--- config.mk ---
export PLATFORM = sky130hd
export DESIGN_NAME = multicycle_control
export DESIGN_NICKNAME = d
export VERILOG_FILES = /design/src/rtl/multicycle_control.sv
export SDC_FILE = /design/constraint.sdc
export NUM_CORES = 1
export LEC_CHECK = 0
export ABC_AREA = 1
export ABC_CLOCK_PERIOD_IN_PS = 2600
export BUFFER_PORTS_ARGS = -buffer_cell sky130_fd_sc_hd__buf_2
export CORE_MARGIN = 4
export CORE_UTILIZATION = 44
export CTS_BUF_LIST = sky130_fd_sc_hd__clkbuf_8
export DETAILED_ROUTE_END_ITERATION = 12
export GPL_TIMING_DRIVEN = 0
export PLACE_DENSITY = 0.88
export SETUP_SLACK_MARGIN = 0.05
export SLEW_MARGIN = 5
export SYNTH_ARGS = -nofsm -noshare
export SYNTH_HDL_FRONTEND = slang
export SYNTH_SLANG_ARGS = --single-unit
--- constraint.sdc ---
create_clock -name clk -period 2.6 [get_ports clk]
set_input_delay 0.52 -clock clk [delete_from_list [all_inputs] [get_ports clk]]
set_output_delay 0.52 -clock clk [all_outputs]
set_load 0.02 [all_outputs]
--- src/rtl/multicycle_control.sv ---
// multicycle_control
//
// Control FSM for the multi-cycle RV32I core. Each instruction walks through
// FETCH -> DECODE -> EXECUTE -> (MEM) -> (WB). The FSM drives the datapath
// selects, the write-enable strobes, the memory request and the 5-bit ALU
// opcode. All outputs are decoded combinationally from the state register
// and the instruction register contents.
//
// Parameters:
//   ILLEGAL_HALT  1: illegal opcodes and SYSTEM instructions enter HALT
//                 0: they retire as a NOP (PC <= PC+4)
//
// Ports:
//   clk           system clock, rising edge
//   rst_n         asynchronous active-low reset
//   instr         instruction register contents
//   branch_cond   ALU result bit 0, used in EXECUTE of a branch
//   mem_ready     memory completes the current request
//   mem_req       memory request
//   mem_we        1 = store, 0 = load
//   mem_addr_sel  0 = PC, 1 = registered ALU output
//   ir_we         load the instruction register
//   pc_we         load the PC
//   rf_we         register file write
//   pc_src        0 = PC+4, 1 = PC+imm, 2 = {alu_result[31:1],1'b0}
//   alu_a_sel     0 = rs1, 1 = PC, 2 = zero
//   alu_b_sel     0 = rs2, 1 = imm, 2 = constant 4
//   wb_sel        0 = ALU output, 1 = memory data, 2 = PC+4
//   alu_op        ALU opcode
//   halted        FSM is in HALT

module multicycle_control #(
    parameter bit ILLEGAL_HALT = 1'b1
) (
    input  logic        clk,
    input  logic        rst_n,
    input  logic [31:0] instr,
    input  logic        branch_cond,
    input  logic        mem_ready,
    output logic        mem_req,
    output logic        mem_we,
    output logic        mem_addr_sel,
    output logic        ir_we,
    output logic        pc_we,
    output logic        rf_we,
    output logic [1:0]  pc_src,
    output logic [1:0]  alu_a_sel,
    output logic [1:0]  alu_b_sel,
    output logic [1:0]  wb_sel,
    output logic [4:0]  alu_op,
    output logic        halted
);

    typedef enum logic [2:0] {
        IDLE,
        FETCH,
        DECODE,
        EXECUTE,
        MEM,
        WB,
        HALT
    } state_t;

    localparam logic [6:0] OPC_OP     = 7'b0110011;
    localparam logic [6:0] OPC_OP_IMM = 7'b0010011;
    localparam logic [6:0] OPC_LUI    = 7'b0110111;
    localparam logic [6:0] OPC_AUIPC  = 7'b0010111;
    localparam logic [6:0] OPC_LOAD   = 7'b0000011;
    localparam logic [6:0] OPC_STORE  = 7'b0100011;
    localparam logic [6:0] OPC_BRANCH = 7'b1100011;
    localparam logic [6:0] OPC_JAL    = 7'b1101111;
    localparam logic [6:0] OPC_JALR   = 7'b1100111;

    localparam logic [4:0] ALU_ADD   = 5'd0;
    localparam logic [4:0] ALU_SUB   = 5'd1;
    localparam logic [4:0] ALU_SLL   = 5'd2;
    localparam logic [4:0] ALU_SLT   = 5'd3;
    localparam logic [4:0] ALU_SLTU  = 5'd4;
    localparam logic [4:0] ALU_XOR   = 5'd5;
    localparam logic [4:0] ALU_SRL   = 5'd6;
    localparam logic [4:0] ALU_SRA   = 5'd7;
    localparam logic [4:0] ALU_OR    = 5'd8;
    localparam logic [4:0] ALU_AND   = 5'd9;
    localparam logic [4:0] ALU_BEQ   = 5'd10;
    localparam logic [4:0] ALU_AUIPC = 5'd12;
    localparam logic [4:0] ALU_BNE   = 5'd13;
    localparam logic [4:0] ALU_BLT   = 5'd14;
    localparam logic [4:0] ALU_BGE   = 5'd15;
    localparam logic [4:0] ALU_BLTU  = 5'd16;
    localparam logic [4:0] ALU_BGEU  = 5'd17;

    state_t state;
    state_t next_state;

    logic [6:0] opcode;
    logic [2:0] funct3;
    logic       alt;
    logic [4:0] arith_op;
    logic [4:0] branch_op;
    logic       branch_legal;
    logic       is_load;
    logic       is_store;

    // Only the opcode, funct3 and bit 30 steer control; the remaining
    // instruction bits belong to the datapath.
    logic unused_instr_bits;
    assign unused_instr_bits = ^{instr[31], instr[29:15], instr[11:7]};

    assign opcode   = instr[6:0];
    assign funct3   = instr[14:12];
    assign alt      = instr[30];
    assign is_load  = (opcode == OPC_LOAD);
    assign is_store = (opcode == OPC_STORE);

    // funct3 -> ALU op for OP / OP-IMM. Bit 30 selects SUB only for the
    // register form (in OP-IMM it is part of the immediate), but selects SRA
    // for both forms.
    always_comb begin
        arith_op = ALU_ADD;
        unique case (funct3)
            3'b000: arith_op = (alt && opcode == OPC_OP) ? ALU_SUB : ALU_ADD;
            3'b001: arith_op = ALU_SLL;
            3'b010: arith_op = ALU_SLT;
            3'b011: arith_op = ALU_SLTU;
            3'b100: arith_op = ALU_XOR;
            3'b101: arith_op = alt ? ALU_SRA : ALU_SRL;
            3'b110: arith_op = ALU_OR;
            3'b111: arith_op = ALU_AND;
            default: arith_op = ALU_ADD;
        endcase
    end

    // funct3 -> branch comparison; 010 and 011 have no branch encoding.
    always_comb begin
        branch_op    = ALU_ADD;
        branch_legal = 1'b1;
        unique case (funct3)
            3'b000: branch_op = ALU_BEQ;
            3'b001: branch_op = ALU_BNE;
            3'b100: branch_op = ALU_BLT;
            3'b101: branch_op = ALU_BGE;
            3'b110: branch_op = ALU_BLTU;
            3'b111: branch_op = ALU_BGEU;
            default: branch_legal = 1'b0;
        endcase
    end

    // State register.
    always_ff @(posedge clk or negedge rst_n) begin
        if (!rst_n) begin
            state <= IDLE;
        end else begin
            state <= next_state;
        end
    end

    // Next-state logic.
    always_comb begin
        next_state = state;
        unique case (state)
            IDLE:   next_state = FETCH;
            FETCH:  if (mem_ready) next_state = DECODE;
            DECODE: next_state = EXECUTE;
            EXECUTE: begin
                unique case (opcode)
                    OPC_OP, OPC_OP_IMM, OPC_LUI, OPC_AUIPC: next_state = WB;
                    OPC_LOAD, OPC_STORE:                    next_state = MEM;
                    OPC_JAL, OPC_JALR:                      next_state = FETCH;
                    OPC_BRANCH: begin
                        if (branch_legal) next_state = FETCH;
                        else              next_state = ILLEGAL_HALT ? HALT : FETCH;
                    end
                    default: next_state = ILLEGAL_HALT ? HALT : FETCH;
                endcase
            end
            MEM: begin
                if (mem_ready) next_state = is_load ? WB : FETCH;
            end
            WB:     next_state = FETCH;
            HALT:   next_state = HALT;
            default: next_state = IDLE;
        endcase
    end

    // Output decode. Everything defaults to 0 / ADD, so IDLE, DECODE and
    // HALT (apart from halted) need no explicit assignments.
    always_comb begin
        mem_req      = 1'b0;
        mem_we       = 1'b0;
        mem_addr_sel = 1'b0;
        ir_we        = 1'b0;
        pc_we        = 1'b0;
        rf_we        = 1'b0;
        pc_src       = 2'd0;
        alu_a_sel    = 2'd0;
        alu_b_sel    = 2'd0;
        wb_sel       = 2'd0;
        alu_op       = ALU_ADD;
        halted       = 1'b0;
        unique case (state)
            FETCH: begin
                mem_req = 1'b1;
                ir_we   = mem_ready;
            end
            EXECUTE: begin
                unique case (opcode)
                    OPC_OP: begin
                        alu_op = arith_op;
                    end
                    OPC_OP_IMM: begin
                        alu_b_sel = 2'd1;
                        alu_op    = arith_op;
                    end
                    OPC_LUI: begin
                        alu_a_sel = 2'd2;
                        alu_b_sel = 2'd1;
                    end
                    OPC_AUIPC: begin
                        alu_a_sel = 2'd1;
                        alu_b_sel = 2'd1;
                        alu_op    = ALU_AUIPC;
                    end
                    OPC_LOAD, OPC_STORE: begin
                        alu_b_sel = 2'd1;
                    end
                    OPC_BRANCH: begin
                        if (branch_legal) begin
                            alu_op = branch_op;
                            pc_we  = 1'b1;
                            pc_src = branch_cond ? 2'd1 : 2'd0;
                        end else if (!ILLEGAL_HALT) begin
                            pc_we = 1'b1;
                        end
                    end
                    OPC_JAL: begin
                        rf_we  = 1'b1;
                        wb_sel = 2'd2;
                        pc_we  = 1'b1;
                        pc_src = 2'd1;
                    end
                    OPC_JALR: begin
                        alu_b_sel = 2'd1;
                        rf_we     = 1'b1;
                        wb_sel    = 2'd2;
                        pc_we     = 1'b1;
                        pc_src    = 2'd2;
                    end
                    default: begin
                        // Illegal / SYSTEM retires as PC+4 when not halting.
                        if (!ILLEGAL_HALT) pc_we = 1'b1;
                    end
                endcase
            end
            MEM: begin
                mem_req      = 1'b1;
                mem_addr_sel = 1'b1;
                mem_we       = is_store;
                // A store retires here; a load retires in WB.
                pc_we        = mem_ready && !is_load;
            end
            WB: begin
                rf_we  = 1'b1;
                wb_sel = is_load ? 2'd1 : 2'd0;
                pc_we  = 1'b1;
            end
            HALT: begin
                halted = 1'b1;
            end
            default: begin
            end
        endcase
    end

endmodule

# After elaboration in Yosys (flattened, before gate mapping)
# Index checks and enable logic that the tools add are counted.
dict set report totals {
  regBits 3
  elab_cells 74
}
dict set report classes {
  eq_ne 24
  mux 35
  n_reduce_logical 14
}
# cell count
set op_table {}
lappend op_table {{$pmux W5 S8} 1}
lappend op_table {{$pmux W5 S6} 1}
lappend op_table {{$eq A3 B3 Y1 const B} 7}
lappend op_table {{$eq A7 B6 Y1 const B} 3}
lappend op_table {{$eq A7 B7 Y1 const B} 3}
lappend op_table {{$pmux W3 S6} 1}
lappend op_table {{$mux W1} 15}
lappend op_table {{$pmux W5 S3} 1}
lappend op_table {{$eq A7 B5 Y1 const B} 2}
lappend op_table {{$eq A3 B2 Y1 const B} 4}
lappend op_table {{$mux W3} 4}
lappend op_table {{$pmux W3 S4} 1}
lappend op_table {{$reduce_or A6 Y1} 2}
lappend op_table {{$mux W5} 2}
lappend op_table {{$reduce_or A2 Y1} 5}
lappend op_table {{$pmux W2 S2} 2}
lappend op_table {{$eq A7 B2 Y1 const B} 1}
lappend op_table {{$eq A3 B1 Y1 const B} 2}
lappend op_table {{$logic_not A3 Y1} 2}
lappend op_table {{$mux W2} 3}
lappend op_table {{$pmux W2 S3} 1}
lappend op_table {{$ne A2 B2 Y1 const B} 2}
lappend op_table {{$pmux W1 S2} 2}
lappend op_table {{$reduce_or A4 Y1} 1}
lappend op_table {{4 further kinds} 5}

# Logic depth before layout (Yosys ltp)
# Gate-level depths: netlist of run 1.
dict set report depth {
  ltp_word 6
  ltp_mapped 11
  mapped_depth_nobuf 11
}

# Least setup slack after synthesis of run 1
# OpenSTA, ideal clock, no wires.
dict set report synth_timing {
  path_type {input to output}
  start {input instr[1]}
  end {output pc_src[0]}
  arrival_time_ns 1.560
  slack_ns 0.520
  cell_stages 8
  n_path_buf 0
  path_cell_list {nand2_2 > inv_2 > nand2_2 > nor2_4 > nand2_2 > inv_1 > a21oi_1 > nor3_1}
}
dict set report synth_via {
  elab_chain_len 3
}
# item line
set synth_rtl {}
lappend synth_rtl {{from (decl)} 37} ;# input logic [31:0] instr,
lappend synth_rtl {{$eq A7 B7 Y1} 206} ;# unique case (opcode)
lappend synth_rtl {{$pmux W2 S3 *} 206}
lappend synth_rtl {{$mux W2 *} 200} ;# unique case (state)
lappend synth_rtl {{to (decl)} 46} ;# output logic [1:0] pc_src,
# Mark *: on every way between the ends. The rest lies on a longest branch, timed or not.

# Worst setup path after layout of run 1
dict set report layout_timing {
  start {input instr[4]}
  end {output alu_op[0]}
}
dict set report layout_via {
  elab_chain_len 6
}
# item line
set layout_rtl {}
lappend layout_rtl {{$eq A7 B6 Y1} {121, 206}}
lappend layout_rtl {{$logic_and A1 B1 Y1} 121} ;# 3'b000: arith_op = (alt && opcode == OPC_OP) ? ALU_SUB : ALU_ADD;
lappend layout_rtl {{$mux W1} 121}
lappend layout_rtl {{$pmux W5 S8} 120} ;# unique case (funct3)
lappend layout_rtl {{$pmux W5 S3 *} 206}
lappend layout_rtl {{$mux W5 *} 200}
lappend layout_rtl {{to (decl)} 50} ;# output logic [4:0] alu_op,
# Mark *: on every way between the ends. The rest lies on a longest branch, timed or not. The select of a mux whose other input is x is not followed.

==> results of run 1 <==
worst max-delay path: stages:
cell and delay (ns):
buf_2 0.12, inv_2 0.10, nand3_2 0.14, nor2_4 0.19
nand2_2 0.10, o21ai_0 0.18, nand2_1 0.07, inv_1 0.05
buf_2 0.15
cell families after synthesis:
| family | after synthesis |
|---|---|
| buf+inv | 27 |
| simple gates | 78 |
| other cells | 1 |
| compound gates | 17 |
| flops | 3 |
layout by cell type (no fill, tap or decap), drive strengths merged:
cell	count
nand3	14
a21oi	4
buf	34
nor3	5
nor4	1
o211ai	3
nand4	2
dfrtp	3
nand2	36
nand3b	1
inv	27
o21ai	7
a31oi	2
conb	1
o31ai	1
nor2	19
clkbuf	3
power breakdown:
group          internal (mW)  total, mW  switching [mW]
sequential            0.0698     0.0931          0.0233
clock                  0.101      0.133          0.0328
combinational         0.0905      0.306           0.216
total                  0.261      0.533           0.272
stage by stage:
step	worst slack, ns	utilization, %
after global placement	0.4918	58.87
after global routing	0.3194	61.82
after detailed placement	0.4673	58.87
final	0.4636	61.82
after CTS	0.4635	61.82
after floorplan	0.5199	-
worst paths after layout:
path / from / slack, ns / endpoint
worst max-delay path: instr[4] / 0.46 / alu_op[0]
worst min-delay path: rst_n / 0.09 / state[1]
worst max register to register: state[2] / 1.24 / state[2]
worst min register to register: state[1] / 0.67 / state[0]
max in group asynchronous: rst_n / 2.40 / state[0]
min in group clk: state[1] / 0.67 / state[0]
layer usage:
| metal | up-vias | part of all wire (%) |
|---|---|---|
| met4 | 0 | 0 |
| li1 | 481 | - |
| met3 | 0 | 6.6 |
| met2 | 37 | 54 |
| met1 | 444 | 40 |
| met5 | - | 0 |
cell type report:
type / count / area (sq um)
Clock inverter: 1 / 3.754
Sequential cell: 3 / 75.07
Clock buffer: 3 / 41.29
Buffer: 1 / 7.507
Inverter: 26 / 97.59
Timing Repair Buffer: 33 / 165.2
Multi-Input combinational cell: 96 / 531.8
Fill cell: 159 / 581.8
Tap cell: 16 / 20.02
==> impl_metrics.ini, run 1 <==
[global_routing]
antenna_found_initial = 0
busiest_layer = met2
grtUsageMet1_pct = 22.54
use_met2_pct = 35.68
grt_use_total_pct = 19.13
grt_start_max_net_pins = 11
use_met3_pct = 2.583
first_global_vias = 853
gr-total-overflow = 0
grt_pass1_wl_mm = 3.284

[power_and_ir_drop]
total_power_mw = 0.5328
cellLeakagePower_nw = 0.5864
ir_drop_v = 0.0005867
power_density_nw_per_um2 = 565.5

[clock_tree]
cts_sinks = 3
cts_max_level = 1
cts_root_buf = clkbuf_8
cts_buffers = 3
cts_repair_resize_count = 0
post_cts.repair.setup_buffers = 0
clockBufferDepth = 2
clkTransAtPathRegs_ns = 0.03
hold_buffers = 0
clkLatencyLatePin_ns = 0.22
cts_tree = done

[floorplanning]
die_y_um = 48.23
core_sq_um = 1524
initial_core_util_pct = 46.72
row_count = 14
die_w_um = 48.23
dieArea_sq_um = 2326
ios = 56

[logic_synthesis]
synth-compound-area-share_pct = 16.34
synth_adder_area_share_pct = 0
netlist_area_sq_um = 711.9
synth_common_cells = nand2_1 (28), inv_1 (20), nor2_1 (14)
synthMuxAreaShare_pct = 0
yosysSeqAreaShare_pct = 10.54
yosysWarnings = 0
synth.area.top_cells = nand2_1 (15%), dfrtp_1 (11%), inv_1 (11%), nor2_1 (7.4%), nand2_2 (7.0%)
synth_edf_count = 0
yosysTopAreaCell = nand2_1
yosys.area_share.simple_pct = 57.82
synth_nets = 162
yosysMostFrequentCell = nand2_1
synth_seq_cells = 3
netlist_instances = 126
synthDominantCellAreaShare_pct = 14.76
synth-async-reset-ratio_pct = 100.0
synth_top_family_by_area = simple AND/OR/NAND/NOR gates
synth_area_per_cell_sq_um = 5.650
synth-main-ff-cell = dfrtp_1
synth_cell_types = 26
synthXorXnorAreaFrac_pct = 0

[status]
outcome = finished clean

[sta]
hold_viol = 0
period_share_pct = 82.17
final.setup_skew_ns = 0.002578
setup_violations = 0
period_minus_slack_ns = 2.136
final.setup.tns_ns = 0
timing.hold.ws_ns = 0.09226
rsz0062_at_grt = false
drv_slew = 0
fmax_mhz = 468.1

[routing]
ant_nets = 0
wl_per_cell_um = 11.58
dr.pass1.iters = 4
totalWireLength_mm = 2.073
drc = 0
via_per_inst = 5.374
drt_iter0_markers = 16
dr_total_vias = 962

[setup_path]
cp_max_fo = 5
startpoint_type = primary input
path_class = primary input to output port
required_ns = 2.08
arrival_ns = 1.62
reg2regPathDepth = 7
cp-end-kind = output port

[place]
globalplace.congestion = 0.9004
dp_cells = 175
post-dp-hpwl_mm = 1.651
place_area_sq_um = 897.1
io_buffers = 33

[cells_and_area]
stdcell_area_sq_um = 942.2
drive_above_1_share_pct = 38.04
num-nets-final = 200
top_regs = state (3)
syn2layout_area_growth_pct = 32.34
largest-register = state
stdcell_count = 179
largest_reg_flops = 3
diodes = 0

[worst_hold_path]
hold_class = primary input to async pin

[flow_run]
maxCapViolCount = 0
No activity file was read; power rests on OpenSTA's default activity.
==> run 2: changes to the inputs <==
--- a/config.mk
+++ b/config.mk
@@ -6,14 +6,14 @@
 export NUM_CORES = 1
 export LEC_CHECK = 0
 export ABC_AREA = 1
-export ABC_CLOCK_PERIOD_IN_PS = 2600
+export ABC_CLOCK_PERIOD_IN_PS = 1820
 export BUFFER_PORTS_ARGS = -buffer_cell sky130_fd_sc_hd__buf_2
 export CORE_MARGIN = 4
-export CORE_UTILIZATION = 44
+export CORE_UTILIZATION = 36
 export CTS_BUF_LIST = sky130_fd_sc_hd__clkbuf_8
 export DETAILED_ROUTE_END_ITERATION = 12
 export GPL_TIMING_DRIVEN = 0
-export PLACE_DENSITY = 0.88
+export PLACE_DENSITY = 0.77
 export SETUP_SLACK_MARGIN = 0.05
 export SLEW_MARGIN = 5
 export SYNTH_ARGS = -nofsm -noshare
==> constraint.sdc (replaced) <==
create_clock -name clk -period 1.82 [get_ports clk]
set_input_delay 0.364 -clock clk [delete_from_list [all_inputs] [get_ports clk]]
set_output_delay 0.364 -clock clk [all_outputs]
set_load 0.02 [all_outputs]
==> impl_metrics.ini, run 2 (synthesis gave the netlist of run 1 again) <==
[global_routing]
antenna_found_initial = 0
grt_use_total_pct = 16.60
first_global_vias = 889
gr-total-overflow = 0
grt_start_max_net_pins = 11
grt_pass1_wl_mm = 3.532

[setup_path]
r2r_setup_slack_ns = 0.57
cp_max_fo = 5
required_ns = 1.46
cp-end-kind = output port
path_class = primary input to output port
startpoint_type = primary input
reg2regPathDepth = 8
arrival_ns = 1.49

[cells_and_area]
largest-register = state
stdcell_count = 201
diodes = 0
syn2layout_area_growth_pct = 73.81
largest_reg_flops = 3
top_regs = state (3)
layout_common_cells = nand2_1 (27), buf_2 (21), buf_4 (15)
stdcell_area_sq_um = 1237
final.fill_count = 150
layout_commonest_cell = nand2_1
num-nets-final = 213
drive_above_1_share_pct = 52.84

[sta]
drv_slew = 0
timing.final.ws_setup_ns = -0.03707
rsz0062_at_grt = true
hold_viol = 0
final.setup_skew_ns = 0.0007372
period_minus_slack_ns = 1.857
fmax_mhz = 538.5
period_share_pct = 102.0
setup_violations = 1

[clock_tree]
clkTransAtPathRegs_ns = 0.03
cts_tree = done
cts_root_buf = clkbuf_8
cts_buffers = 3
clockBufferDepth = 2
clkLatencyLatePin_ns = 0.21
cts_sinks = 3
cts_max_level = 1

[routing]
dr.pass1.iters = 4
wl_per_cell_um = 13.82
drt_iter0_markers = 32
ant_nets = 0
drc = 0
totalWireLength_mm = 2.778
via_per_inst = 5.184
dr_total_vias = 1042

[worst_hold_path]
worstHoldPathCells = 4
hold_class = primary input to flop

[place]
place_area_sq_um = 908.4
globalplace.congestion = 0.8130
post-dp-hpwl_mm = 1.627
io_buffers = 33
dp_cells = 184

[status]
violations = negative setup slack
outcome = finished with violations

[flow_run]
maxCapViolCount = 0

[floorplanning]
row_count = 15
die_w_um = 52.47
dieArea_sq_um = 2753
initial_core_util_pct = 39.51
die_y_um = 52.47
core_sq_um = 1802
ios = 56

[power_and_ir_drop]
ir_drop_v = 0.001009
cellLeakagePower_nw = 0.6837
total_power_mw = 0.8972
power_density_nw_per_um2 = 725.1
==> run 2: cell count changes in the layout (fill, tap and decap cells not counted), sizes merged <==
cell and delta:
clkbuf +1, buf +11, dlygate4sd3 +1
==> run 2: critical path: stages <==
cell and delay [ns]:
buf_8 0.11, inv_2 0.07, nand2_2 0.11, nor2_8 0.19, nand2_4 0.08, nand2_2 0.06, inv_2 0.04, nand2_2 0.06
nand4_1 0.13, nand3_1 0.14, buf_6 0.13
==> run 2: report_power, final <==
| part | internal (mW) | switching, mW |
|---|---|---|
| clock network | 0.144 | 0.0426 |
| registers | 0.101 | 0.0498 |
| logic | 0.206 | 0.354 |
| total | 0.451 | 0.446 |
==> run 2: what timing repair did <==
action / in CTS / in global routing
endpoints found under the setup margin: 8 / 11
hold buffers: 1 / 0
pin swaps: 6 / 16
endpoints found under the hold margin: 3 / 0
gates resized for setup: 17 / 37
setup buffers: 4 / 8
==> run 2: path summary, 6_finish.rpt <==
kind	from	endpoint
max in group asynchronous	rst_n	state[2]
worst min register to register	state[2]	state[0]
min in group asynchronous	rst_n	state[0]
worst min-delay path	mem_ready	state[2]
worst max-delay path	instr[3]	pc_we
worst max register to register	state[1]	state[0]
==> run 2: cell type report <==
cell class	count	area, sq um	share of cell area, %
multi-input cells	96	621.8	50.25
repair buffers	46	350.3	28.31
inverters	26	105.1	8.493
flip-flops and latches	3	76.32	6.168
clock buffers	3	41.29	3.337
well taps	25	31.28	2.528
plain buffers	1	7.507	0.6067
clock inverters	1	3.754	0.3033
==> run 2: metal layers <==
| metal | wire, um | track usage (%) | vias up |
|---|---|---|---|
| met5 | 0 | 0 | - |
| met4 | 81 | 5.957 | 0 |
| met3 | 219 | 4.558 | 13 |
| met2 | 1469 | 28.93 | 61 |
| met1 | 1008 | 19.08 | 459 |
| li1 | - | - | 509 |
==> run 2: metrics by stage <==
step,setup WS [ns],setup TNS [ns],hold WS (ns),util [%]
after floorplan,0.05192,0,0.06841,-
after global placement,-0.02273,-0.02273,0.1580,50.42
after detailed placement,-0.04446,-0.04446,0.1656,50.42
after CTS,0.04643,0,0.4621,59.10
after global routing,-0.08247,-0.2617,0.4847,68.68
final,-0.03707,-0.03707,0.4597,68.68
==> run 3: changes to the inputs <==
--- a/config.mk
+++ b/config.mk
@@ -8,6 +8,7 @@
 export ABC_AREA = 1
 export ABC_CLOCK_PERIOD_IN_PS = 1820
 export BUFFER_PORTS_ARGS = -buffer_cell sky130_fd_sc_hd__buf_2
+export CORE_ASPECT_RATIO = 1.25
 export CORE_MARGIN = 4
 export CORE_UTILIZATION = 36
 export CTS_BUF_LIST = sky130_fd_sc_hd__clkbuf_8
==> impl_metrics.ini, run 3 (synthesis gave the netlist of run 1 again) <==
[status]
outcome = finished clean

[floorplanning]
die_y_um = 57.72
ios = 56
initial_core_util_pct = 38.92
core_sq_um = 1829
die_w_um = 47.78
dieArea_sq_um = 2758
row_count = 17

[routing]
totalWireLength_mm = 2.216
drc = 0
dr.pass1.iters = 4
drt_iter0_markers = 31
dr_total_vias = 990
ant_nets = 0
wl_per_cell_um = 11.48
via_per_inst = 5.130

[worst_hold_path]
hold_class = primary input to async pin

[clock_tree]
clkTransAtPathRegs_ns = 0.03
cts_tree = done
cts_root_buf = clkbuf_8
clkLatencyLatePin_ns = 0.22
cts_sinks = 3
clockBufferDepth = 2
cts_max_level = 1
cts_buffers = 3

[setup_path]
crit_chain = buf_8 -> nor2_4 -> nand2_2 -> nor2_4 -> nand2_2 -> inv_2 -> a21oi_2 -> nor3_2 -> buf_4
reg2regPathDepth = 8
cp_slowest_cell = nor3_2
startpoint_type = primary input
cp-end-kind = output port
arrival_ns = 1.39
max_stage_delay_ns = 0.18
path_class = primary input to output port
cp_max_fo = 4
required_ns = 1.46

[sta]
drv_slew = 0
hold_viol = 0
final.setup_skew_ns = 0.001788
timing.hold.ws_ns = 0.4682
period_share_pct = 96.51
rsz0062_at_grt = true
period_minus_slack_ns = 1.756
fmax_mhz = 569.3
final.setup.tns_ns = 0
setup_violations = 0

[power_and_ir_drop]
cellLeakagePower_nw = 0.6714
power_density_nw_per_um2 = 753.6
total_power_mw = 0.8816
ir_drop_v = 0.0008148

[cells_and_area]
diodes = 0
top_regs = state (3)
largest-register = state
layout_commonest_cell = nand2_1
stdcell_count = 193
largest_reg_flops = 3
syn2layout_area_growth_pct = 64.32
drive_above_1_share_pct = 47.13
num-nets-final = 211
layout_common_cells = nand2_1 (27), buf_2 (22), inv_1 (17)

[global_routing]
grt_use_total_pct = 16.21
first_global_vias = 911
grt_start_max_net_pins = 11
antenna_found_initial = 0
grt_pass1_wl_mm = 3.394
gr-total-overflow = 0

[place]
globalplace.congestion = 0.8796
dp_cells = 178
post-dp-hpwl_mm = 1.618
io_buffers = 33

[flow_run]
maxCapViolCount = 0
==> run 3: worst paths after layout <==
kind                            from         to  slack [ns]
max reg2reg                 state[1]   state[0]        0.60
min reg2reg                 state[2]   state[0]        0.65
min                            rst_n   state[0]        0.47
max                         instr[2]  pc_src[0]        0.06
min in group clk           mem_ready   state[2]        0.47
max in group asynchronous      rst_n   state[2]        1.23
==> run 3: layout make-up <==
type                       count  area [sq um]
timing repair buffer          44         324.1
sequential                     3         76.32
inverter                      26         102.6
buffer                         1         7.507
multi-input combinational     96         590.6
clock inverter                 1         3.754
tap                           19         23.77
clock buffer                   3         41.29
fill                         153         659.4
==> run 3: metrics by stage <==
step	instance area [sq um]	worst slack [ns]	util (%)
final	1170	0.06357	63.95
after detailed placement	900.9	-0.01466	49.25
after CTS	1001	0.04285	54.72
after global routing	1170	-0.005958	63.95
after floorplan	711.9	0.05192	-
after global placement	900.9	0.003209	49.25
==> run 3: per-layer routing <==
metal	global-route usage, %	up-vias	routed length, um
met2	28.17	44	1144
met3	2.484	8	125
met4	8.077	0	85
met5	0	-	0
met1	17.96	438	861
li1	-	500	-
==> run 3: timing repair <==
| item | 4_1_cts | 5_1_grt |
|---|---|---|
| gates resized for setup | 7 | 34 |
| setup endpoints to repair | 8 | 7 |
| endpoints found under the hold margin | 3 | 0 |
| hold buffers | 1 | 0 |
| setup buffers | 2 | 8 |
| pin swaps | 3 | 12 |
==> run 3: report_power, final <==
part | internal [mW] | total, mW | switching (mW)
combinational | 0.209 | 0.546 | 0.337
clock | 0.144 | 0.191 | 0.0467
sequential | 0.101 | 0.145 | 0.0437
==> run 3: worst max-delay path, delay by kind of cell <==
| family | cells | cell delay, ns |
|---|---|---|
| AOI/OAI and AO/OA | 1 | 0.04 |
| and+or+nand+nor | 5 | 0.66 |
| buffers and inverters | 3 | 0.33 |
